==> src/rtl/serial_add_ctrl_if.sv <==
// Request/response bundle between a client and the serial adder controller.
interface serial_add_ctrl_if #(parameter int WIDTH = 8);
  logic             start;
  logic [WIDTH-1:0] op_a;
  logic [WIDTH-1:0] op_b;
  logic             busy;
  logic             done;
  logic [WIDTH-1:0] result;
  logic             cout;

  modport master (output start, op_a, op_b, input busy, done, result, cout);
  modport slave  (input start, op_a, op_b, output busy, done, result, cout);
endinterface

==> src/rtl/serial_add_ctrl.sv <==
// Sequences an external one-bit serial Mealy adder over WIDTH operand bits,
// LSB first, and collects the sum and final carry.
module serial_add_ctrl #(
  parameter int WIDTH = 8
) (
  input  logic             clk,
  input  logic             reset,
  serial_add_ctrl_if.slave bus,
  output logic             add_rst,
  output logic             add_a,
  output logic             add_b,
  input  logic             sum_bit,
  input  logic             carry_bit
);
  localparam int CW = (WIDTH > 1) ? $clog2(WIDTH) : 1;
  localparam logic [CW-1:0] LAST = CW'(WIDTH - 1);

  typedef enum logic [1:0] {IDLE, CLEAR, SHIFT, DONE} state_t;

  state_t           state, state_nx;
  logic [CW-1:0]    cnt;
  logic [WIDTH-1:0] sh_a, sh_b, res;
  logic             cout_q;

  always_ff @(posedge clk or posedge reset) begin
    if (reset) begin
      state  <= IDLE;
      cnt    <= '0;
      sh_a   <= '0;
      sh_b   <= '0;
      res    <= '0;
      cout_q <= 1'b0;
    end else begin
      state <= state_nx;
      unique case (state)
        IDLE: if (bus.start) begin
          sh_a <= bus.op_a;
          sh_b <= bus.op_b;
          res  <= '0;
          cnt  <= '0;
        end
        SHIFT: begin
          sh_a <= sh_a >> 1;
          sh_b <= sh_b >> 1;
          // Sum enters at the MSB so bit 0 lands in res[0] after WIDTH shifts.
          res  <= {sum_bit, res[WIDTH-1:1]};
          cnt  <= (cnt == LAST) ? '0 : cnt + CW'(1);
        end
        DONE:  cout_q <= carry_bit;
        default: ;
      endcase
    end
  end

  always_comb begin
    state_nx = state;
    unique case (state)
      IDLE:  if (bus.start) state_nx = CLEAR;
      CLEAR: state_nx = SHIFT;
      SHIFT: if (cnt == LAST) state_nx = DONE;
      DONE:  state_nx = IDLE;
      default: state_nx = IDLE;
    endcase
  end

  assign bus.busy   = (state != IDLE);
  assign bus.done   = (state == DONE);
  assign bus.result = res;
  // The adder's carry is already final in DONE, so present it during the pulse.
  assign bus.cout   = (state == DONE) ? carry_bit : cout_q;
  assign add_rst    = reset | (state == CLEAR);
  assign add_a      = (state == SHIFT) & sh_a[0];
  assign add_b      = (state == SHIFT) & sh_b[0];

endmodule

==> src/flat_wrapper.sv <==
// flat-port wrapper written by rule: the top's interface ports become plain ports
module serial_add_ctrl_flat 
#(
  parameter int WIDTH = 8
)
  (clk, reset, add_rst, add_a, add_b, sum_bit, carry_bit, bus_start, bus_op_a, bus_op_b, bus_busy, bus_done, bus_result, bus_cout);
  serial_add_ctrl_if #(.WIDTH(WIDTH)) bus_i ();
  input  logic clk;
  input  logic reset;
  output logic add_rst;
  output logic add_a;
  output logic add_b;
  input  logic sum_bit;
  input  logic carry_bit;
  input wire logic [$bits(bus_i.start)-1:0] bus_start;
  input wire logic [$bits(bus_i.op_a)-1:0] bus_op_a;
  input wire logic [$bits(bus_i.op_b)-1:0] bus_op_b;
  output wire logic [$bits(bus_i.busy)-1:0] bus_busy;
  output wire logic [$bits(bus_i.done)-1:0] bus_done;
  output wire logic [$bits(bus_i.result)-1:0] bus_result;
  output wire logic [$bits(bus_i.cout)-1:0] bus_cout;
  assign bus_i.start = bus_start;
  assign bus_i.op_a = bus_op_a;
  assign bus_i.op_b = bus_op_b;
  assign bus_busy = bus_i.busy;
  assign bus_done = bus_i.done;
  assign bus_result = bus_i.result;
  assign bus_cout = bus_i.cout;
  serial_add_ctrl #(.WIDTH(WIDTH)) u_core (.clk(clk), .reset(reset), .bus(bus_i), .add_rst(add_rst), .add_a(add_a), .add_b(add_b), .sum_bit(sum_bit), .carry_bit(carry_bit));
endmodule
==> config.mk <==
export PLATFORM = sky130hd
export DESIGN_NAME = serial_add_ctrl_flat
export DESIGN_NICKNAME = d
export VERILOG_FILES = /design/src/rtl/serial_add_ctrl_if.sv /design/src/rtl/serial_add_ctrl.sv /design/src/flat_wrapper.sv
export SDC_FILE = /design/constraint.sdc
export NUM_CORES = 1
export LEC_CHECK = 0
export BUFFER_PORTS_ARGS = -buffer_cell sky130_fd_sc_hd__clkbuf_2
export CORE_MARGIN = 5
export CORE_UTILIZATION = 41
export CTS_CLUSTER_SIZE = 25
export DETAILED_ROUTE_END_ITERATION = 8
export HOLD_SLACK_MARGIN = 0.06
export PLACE_DENSITY = 0.69
export SKIP_LAST_GASP = 1
export SLEW_MARGIN = 40
export SYNTH_ARGS = -nofsm -noshare
export SYNTH_HDL_FRONTEND = slang
export SYNTH_SLANG_ARGS = --single-unit
export TNS_END_PERCENT = 1
==> constraint.sdc <==
create_clock -name clk -period 1.5 [get_ports clk]
set_input_delay 0.075 -clock clk [delete_from_list [all_inputs] [get_ports clk]]
set_output_delay 0.075 -clock clk [all_outputs]
set_load 0.005 [all_outputs]
== Word-level counts from Yosys, hierarchy flattened ==
Cells that the tools add are included.
W data, S select, Z words.

* Register bits: 30
* Bits of input ports: 21
* Output and inout bits: 14
* Word-level logic and storage cells: 34

* Add/subtract/negate cells: 1
* Equality and inequality tests: 6
* Muxes and demuxes: 13
* Bitwise gates (word level): 3
* Reduce and logical (&&, ||, !) cells: 5

{| class="wikitable"
|+ Operator list
! kind !! number
|-
| $pmux W8 S2 || 3
|-
| $mux W8 || 3
|-
| $pmux W2 S4 || 1
|-
| $mux W3 || 2
|-
| $pmux W3 S2 || 1
|-
| $eq A2 B2 Y1 const B || 2
|-
| $mux W2 || 2
|-
| $reduce_and A2 Y1 || 2
|-
| $reduce_bool A2 Y1 || 2
|-
| $add A3 B1 Y3 const B || 1
|-
| $eq A3 B3 Y1 const B || 1
|-
| $and A1 B1 Y1 || 2
|-
| $eq A2 B1 Y1 const B || 1
|-
| $logic_not A2 Y1 || 1
|-
| $ne A2 B1 Y1 const B || 1
|-
| $ne A2 B2 Y1 const B || 1
|-
| $mux W1 || 1
|-
| $or A1 B1 Y1 || 1
|}

== Longest topological paths before layout ==
* Depth after elaboration: 3
* Depth in mapped cells: 7
* Mapped depth without buffers: 5

== Worst setup path before layout ==
No wires, ideal clock.

* Path type: reg-to-reg
* From: register u_core.state[0]
* To: register u_core.sh_b[0]
* Library setup time: 0.123 ns
* Arrival time: 1.448 ns
* Required time: 1.377 ns
* Setup slack: -0.071 ns
* Cell stages (with the launch flop): 7
* Buffers on the path: 2
* Period minus slack after synthesis: 1.571 ns
* Cells stage by stage: dfrtp_1 -> inv_1 -> ha_1 -> buf_2 -> or2_1 -> buf_6 -> o221a_2

* Cells in the longest elaborated chain, start to end: 3
* Elaborated cells between the ends (all ways): 6
* Those cells by class: eq/ne: 2; mux: 1; reduce/logical: 3

{| class="wikitable"
|+ RTL lines
! element !! line !! source
|-
| from (decl) || serial_add_ctrl.sv:20 || <nowiki>state_t state, state_nx;</nowiki>
|-
| from (signal assigned) || serial_add_ctrl.sv:34 || <nowiki>state <= state_nx;</nowiki>
|-
| $eq A2 B2 Y1 / $logic_not A2 Y1 (equally long branches) || serial_add_ctrl.sv:35 || <nowiki>unique case (state)</nowiki>
|-
| $reduce_bool A2 Y1 (no line) / $ne A2 B2 Y1 (equally long branches) || n/a ||
|-
| $reduce_and A2 Y1 (no line) || n/a ||
|-
| to (signal assigned) || serial_add_ctrl.sv:38 || <nowiki>sh_b <= bus.op_b;</nowiki>
|-
| to (signal assigned) || serial_add_ctrl.sv:44 || <nowiki>sh_b <= sh_b >> 1;</nowiki>
|-
| to (decl) || serial_add_ctrl.sv:22 || <nowiki>logic [WIDTH-1:0] sh_a, sh_b, res;</nowiki>
|}

Parallel ways exist; a longest one is shown, timed or not.
A chain may end at the register's enable or synchronous reset.

== Worst setup path in the final report ==
* From: register u_core.state[1]
* To: register u_core.sh_b[3]

Same word-level chain as after synthesis.

==> results by group <==
Run status
  • Status: finished with violations
  • Failing checks: setup timing

Detailed routing
  • Antenna viol nets, final: 0
  • First-pass detailed-route iteration total: 4
  • Vias: 1142
  • Met3 WL: 199 um
  • Metal1 wirelength: 1440 um
  • Max Used Layer: met4
  • Drt wl/cell: 14.6 um
  • Routed WL: 3310 um
  • Wire length on met2: 1600 um
  • Drc violations: 0
  • Vias per std cell: ~5.0
  • Initial DRC Count: 50

Yosys
  • Synth Register Bits: 30
  • Synth async-reset ratio: 1.00
  • Commonest cells post-synth: dfrtp_1, o221a_2, nand2b_1
  • Post-synth top area cell: dfrtp_1
  • Sequential fraction of the synthesis area: 0.526
  • Number of flops mapped to enable cells by yosys: 0
  • Synthesized instance count: 110
  • Top cell type's share of synthesized area: 0.526
  • Ranking of synthesized cells by area: dfrtp_1, o221a_2, ha_1
  • Yosys cell types: 27
  • Synth warnings: 0
  • Cell Area, Synth: between 0.001 and 0.0015 mm2
  • Most numerous cell in the Yosys netlist: dfrtp_1
  • Main synth FF type: dfrtp_1
  • Avg Inst Size Synth: roughly 13 um2
  • Post-Syn Nets: 138

Placed design
  • RePlAce Congestion: 0.812
  • HPWL Detailed: 2280 um
  • Dpl cell area: 0.00171 mm2
  • Dpl ws: -0.227 ns
  • IO Port Bufs: 34
  • Placed cell count: 197

Clock tree
  • Clock sink total: 30
  • Total CTS buffers: 5
  • CTS max path bufs: 2
  • Worst-path clk slew: ~0.090 ns
  • H-tree Lvls: 2
  • TritonCTS clock tree: yes
  • CTS root buffer: clkbuf_4
  • Clock Latency Late Sink: 0.33 ns

STA
  • Slew Viols, Final: 0
  • Final hold viol count: 0
  • Actual slew at the worst max-slew pin: 0.369 ns
  • # setup viols final: 18
  • RSZ-0062 raised after global routing: true
  • Setup WS post-layout: -0.0634 ns
  • Achievable Freq: 640 MHz
  • Clk_skew: 0.00153 ns
  • Tcrit/Tclk final: 1.04
  • Post-layout minimum cycle time: 1.56 ns
  • Worst rel slew slack: 0.753

Setup path
  • Reg2reg setup slack: -0.06 ns
  • Origin of the critical flop-to-flop path: u_core.state[1]$_DFFE_PP0P_
  • CP endpoint: u_core.sh_b[3]$_DFFE_PP0P_
  • CP required: 1.72 ns
  • Setup crit start: u_core.state[1]$_DFFE_PP0P_
  • Crit Path Category: reg -> reg
  • CP Launch Type: flip-flop
  • Worst setup EP type: flip-flop
  • Max Fanout on Critical Path: 6
  • Data arrival, critical path: 1.79 ns
  • Worst path cell trace: inv_2 > ha_4 > mux2i_2 > buf_4 > or2b_1 > o221a_2
  • Max stage delay on crit path: 0.42 ns
  • R2r endpoint: u_core.sh_b[3]$_DFFE_PP0P_
  • Crit-path slowest cell: dfrtp_1
  • Worst reg-to-reg path cell count: 6

Die
  • Die area: 0.00476 mm2
  • Boundary Pins: 35
  • Die width: 69.0 um
  • Core box area: 0.00336 mm2
  • Initial Util: 0.424
  • Die Ht: 69.0 um
  • FP Rows: 21

GRT
  • GR Overflow Total: 0
  • Vias in the first global route: 1257
  • Initial antenna violation count: 0
  • All-Layer GR Usage: 0.166
  • Pin count of the biggest net entering global routing: 26
  • First-pass GRT wire length: ~5700 um

Final layout
  • Area Overhead vs Synth: 42.2%
  • Fill count: 309
  • Layout cells sized above 1: 0.530
  • Fin cells: 227
  • NumNets Final: 208
  • Final Cell Area: 0.00203 mm2
  • Ant. Diodes: 0

Pwr
  • Power, Total: 0.00420 W
  • Switching part of the total: 0.337
  • P_sw: 0.00142 W
  • Int Power: 0.00279 W
  • PD cells: 2070 mW/mm2
  • Power share of the sequential group: 0.336
  • Leak Pwr: 0.965 nW
  • Comb power frac: 0.522
  • Clock Power Share: 0.142
  • Worst IR Drop VDD: about 0.94 mV

Min path
  • Hold path depth: 3
  • Hold Crit Class: in -> reg

Job
  • Max cap viols: 0
## kinds of logic after synthesis
| family | after synthesis | synth area share |
|---|---|---|
| AOI/OAI and AO/OA | 33 | 0.225 |
| DFF | 30 | 0.526 |
| and+or+nand+nor | 26 | 0.115 |
| buffers and inverters | 11 | 0.0491 |
| adders and majority gates | 7 | 0.0614 |
| muxes | 3 | 0.0228 |
## cells in the final DEF (no fill, tap or decap), types with 3 or more instances in the layout
cell / n
clkbuf_2: 34
dfrtp_1: 30
buf_4: 18
dlygate4sd3_1: 16
o221a_2: 13
nand2b_1: 9
a22o_2: 6
or2b_1: 5
clkbuf_4: 5
nand2_1: 4
a22o_1: 4
ha_1: 4
inv_1: 3
a21oi_1: 3
clkbuf_8: 3
## power groups by stage
| stage | clock network (W) | registers [W] | logic [W] |
|---|---|---|---|
| 2_1_floorplan | 0 | 0.00137 | 0.00136 |
| 3_3_place_gp | 0 | 0.00140 | 0.00184 |
| 3_5_place_dp | 0 | 0.00142 | 0.00192 |
| 4_1_cts | 0.000612 | 0.00141 | 0.00220 |
| 5_1_grt | 0.000642 | 0.00146 | 0.00242 |
| 6_report | 0.000596 | 0.00141 | 0.00220 |
## state kept, by name, indices dropped and copies added (netlist names)
| register | flops |
|---|---|
| u_core.bus.result | 8 |
| u_core.sh_a | 8 |
| u_core.sh_b | 8 |
| u_core.cnt | 3 |
| u_core.state | 2 |
| u_core.cout_q | 1 |
## through the flow
stage	TNS [ns]	utilization	hold slack, ns
after floorplan	-0.276	-	0.166
after global placement	-2.32	0.507	-0.0207
after detailed placement	-3.93	0.507	-0.00628
after CTS	-0.793	0.603	0.150
after global routing	-3.26	0.603	0.152
final	-0.865	0.603	0.153
## timing repair
| item | 4_1_cts | 5_1_grt |
|---|---|---|
| buffers inserted | 6 | 0 |
| pin swaps | 1 | 0 |
| endpoints found under the hold margin | 45 | 0 |
| resized for setup | 9 | 0 |
| hold buffers | 16 | 0 |
| setup endpoints to repair | 29 | 30 |
## worst max-delay path, delay by kind of cell, from the launching register on
kind | cells | cell delay [ns]
compound gates | 1 | 0.12
fa+ha+maj | 1 | 0.17
buf+inv | 2 | 0.27
flops | 1 | 0.42
mux | 1 | 0.24
simple gates | 1 | 0.23
## area by class of cell
type                            instances  area [um2]  area share
Multi-Input combinational cell         69         646       0.318
Clock buffer                            8        78.8      0.0389
Inverter                                5        18.8     0.00925
Sequential cell                        30         751       0.370
Tap cell                               46        57.6      0.0284
Timing Repair Buffer                   69         477       0.235
## per-layer routing
metal | track usage | vias to the layer above
met3 | 0.0583 | 7
met1 | 0.197 | 557
met4 | 0.0657 | 0
met2 | 0.273 | 30
li1 | - | 548
met5 | 0 | -
## worst min path at each step
stage                           start                               end
after floorplan                 reset  u_core.bus.result[0]$_DFFE_PP0P_
after CTS                 bus_op_b[6]        u_core.sh_b[6]$_DFFE_PP0P_
final                     bus_op_b[6]        u_core.sh_b[6]$_DFFE_PP0P_
after global routing      bus_op_b[6]        u_core.sh_b[6]$_DFFE_PP0P_
after global placement          reset           u_core.cout_q$_DFF_PP0_
after detailed placement        reset       u_core.state[1]$_DFFE_PP0P_
Power figures use the tool's default switching activity.
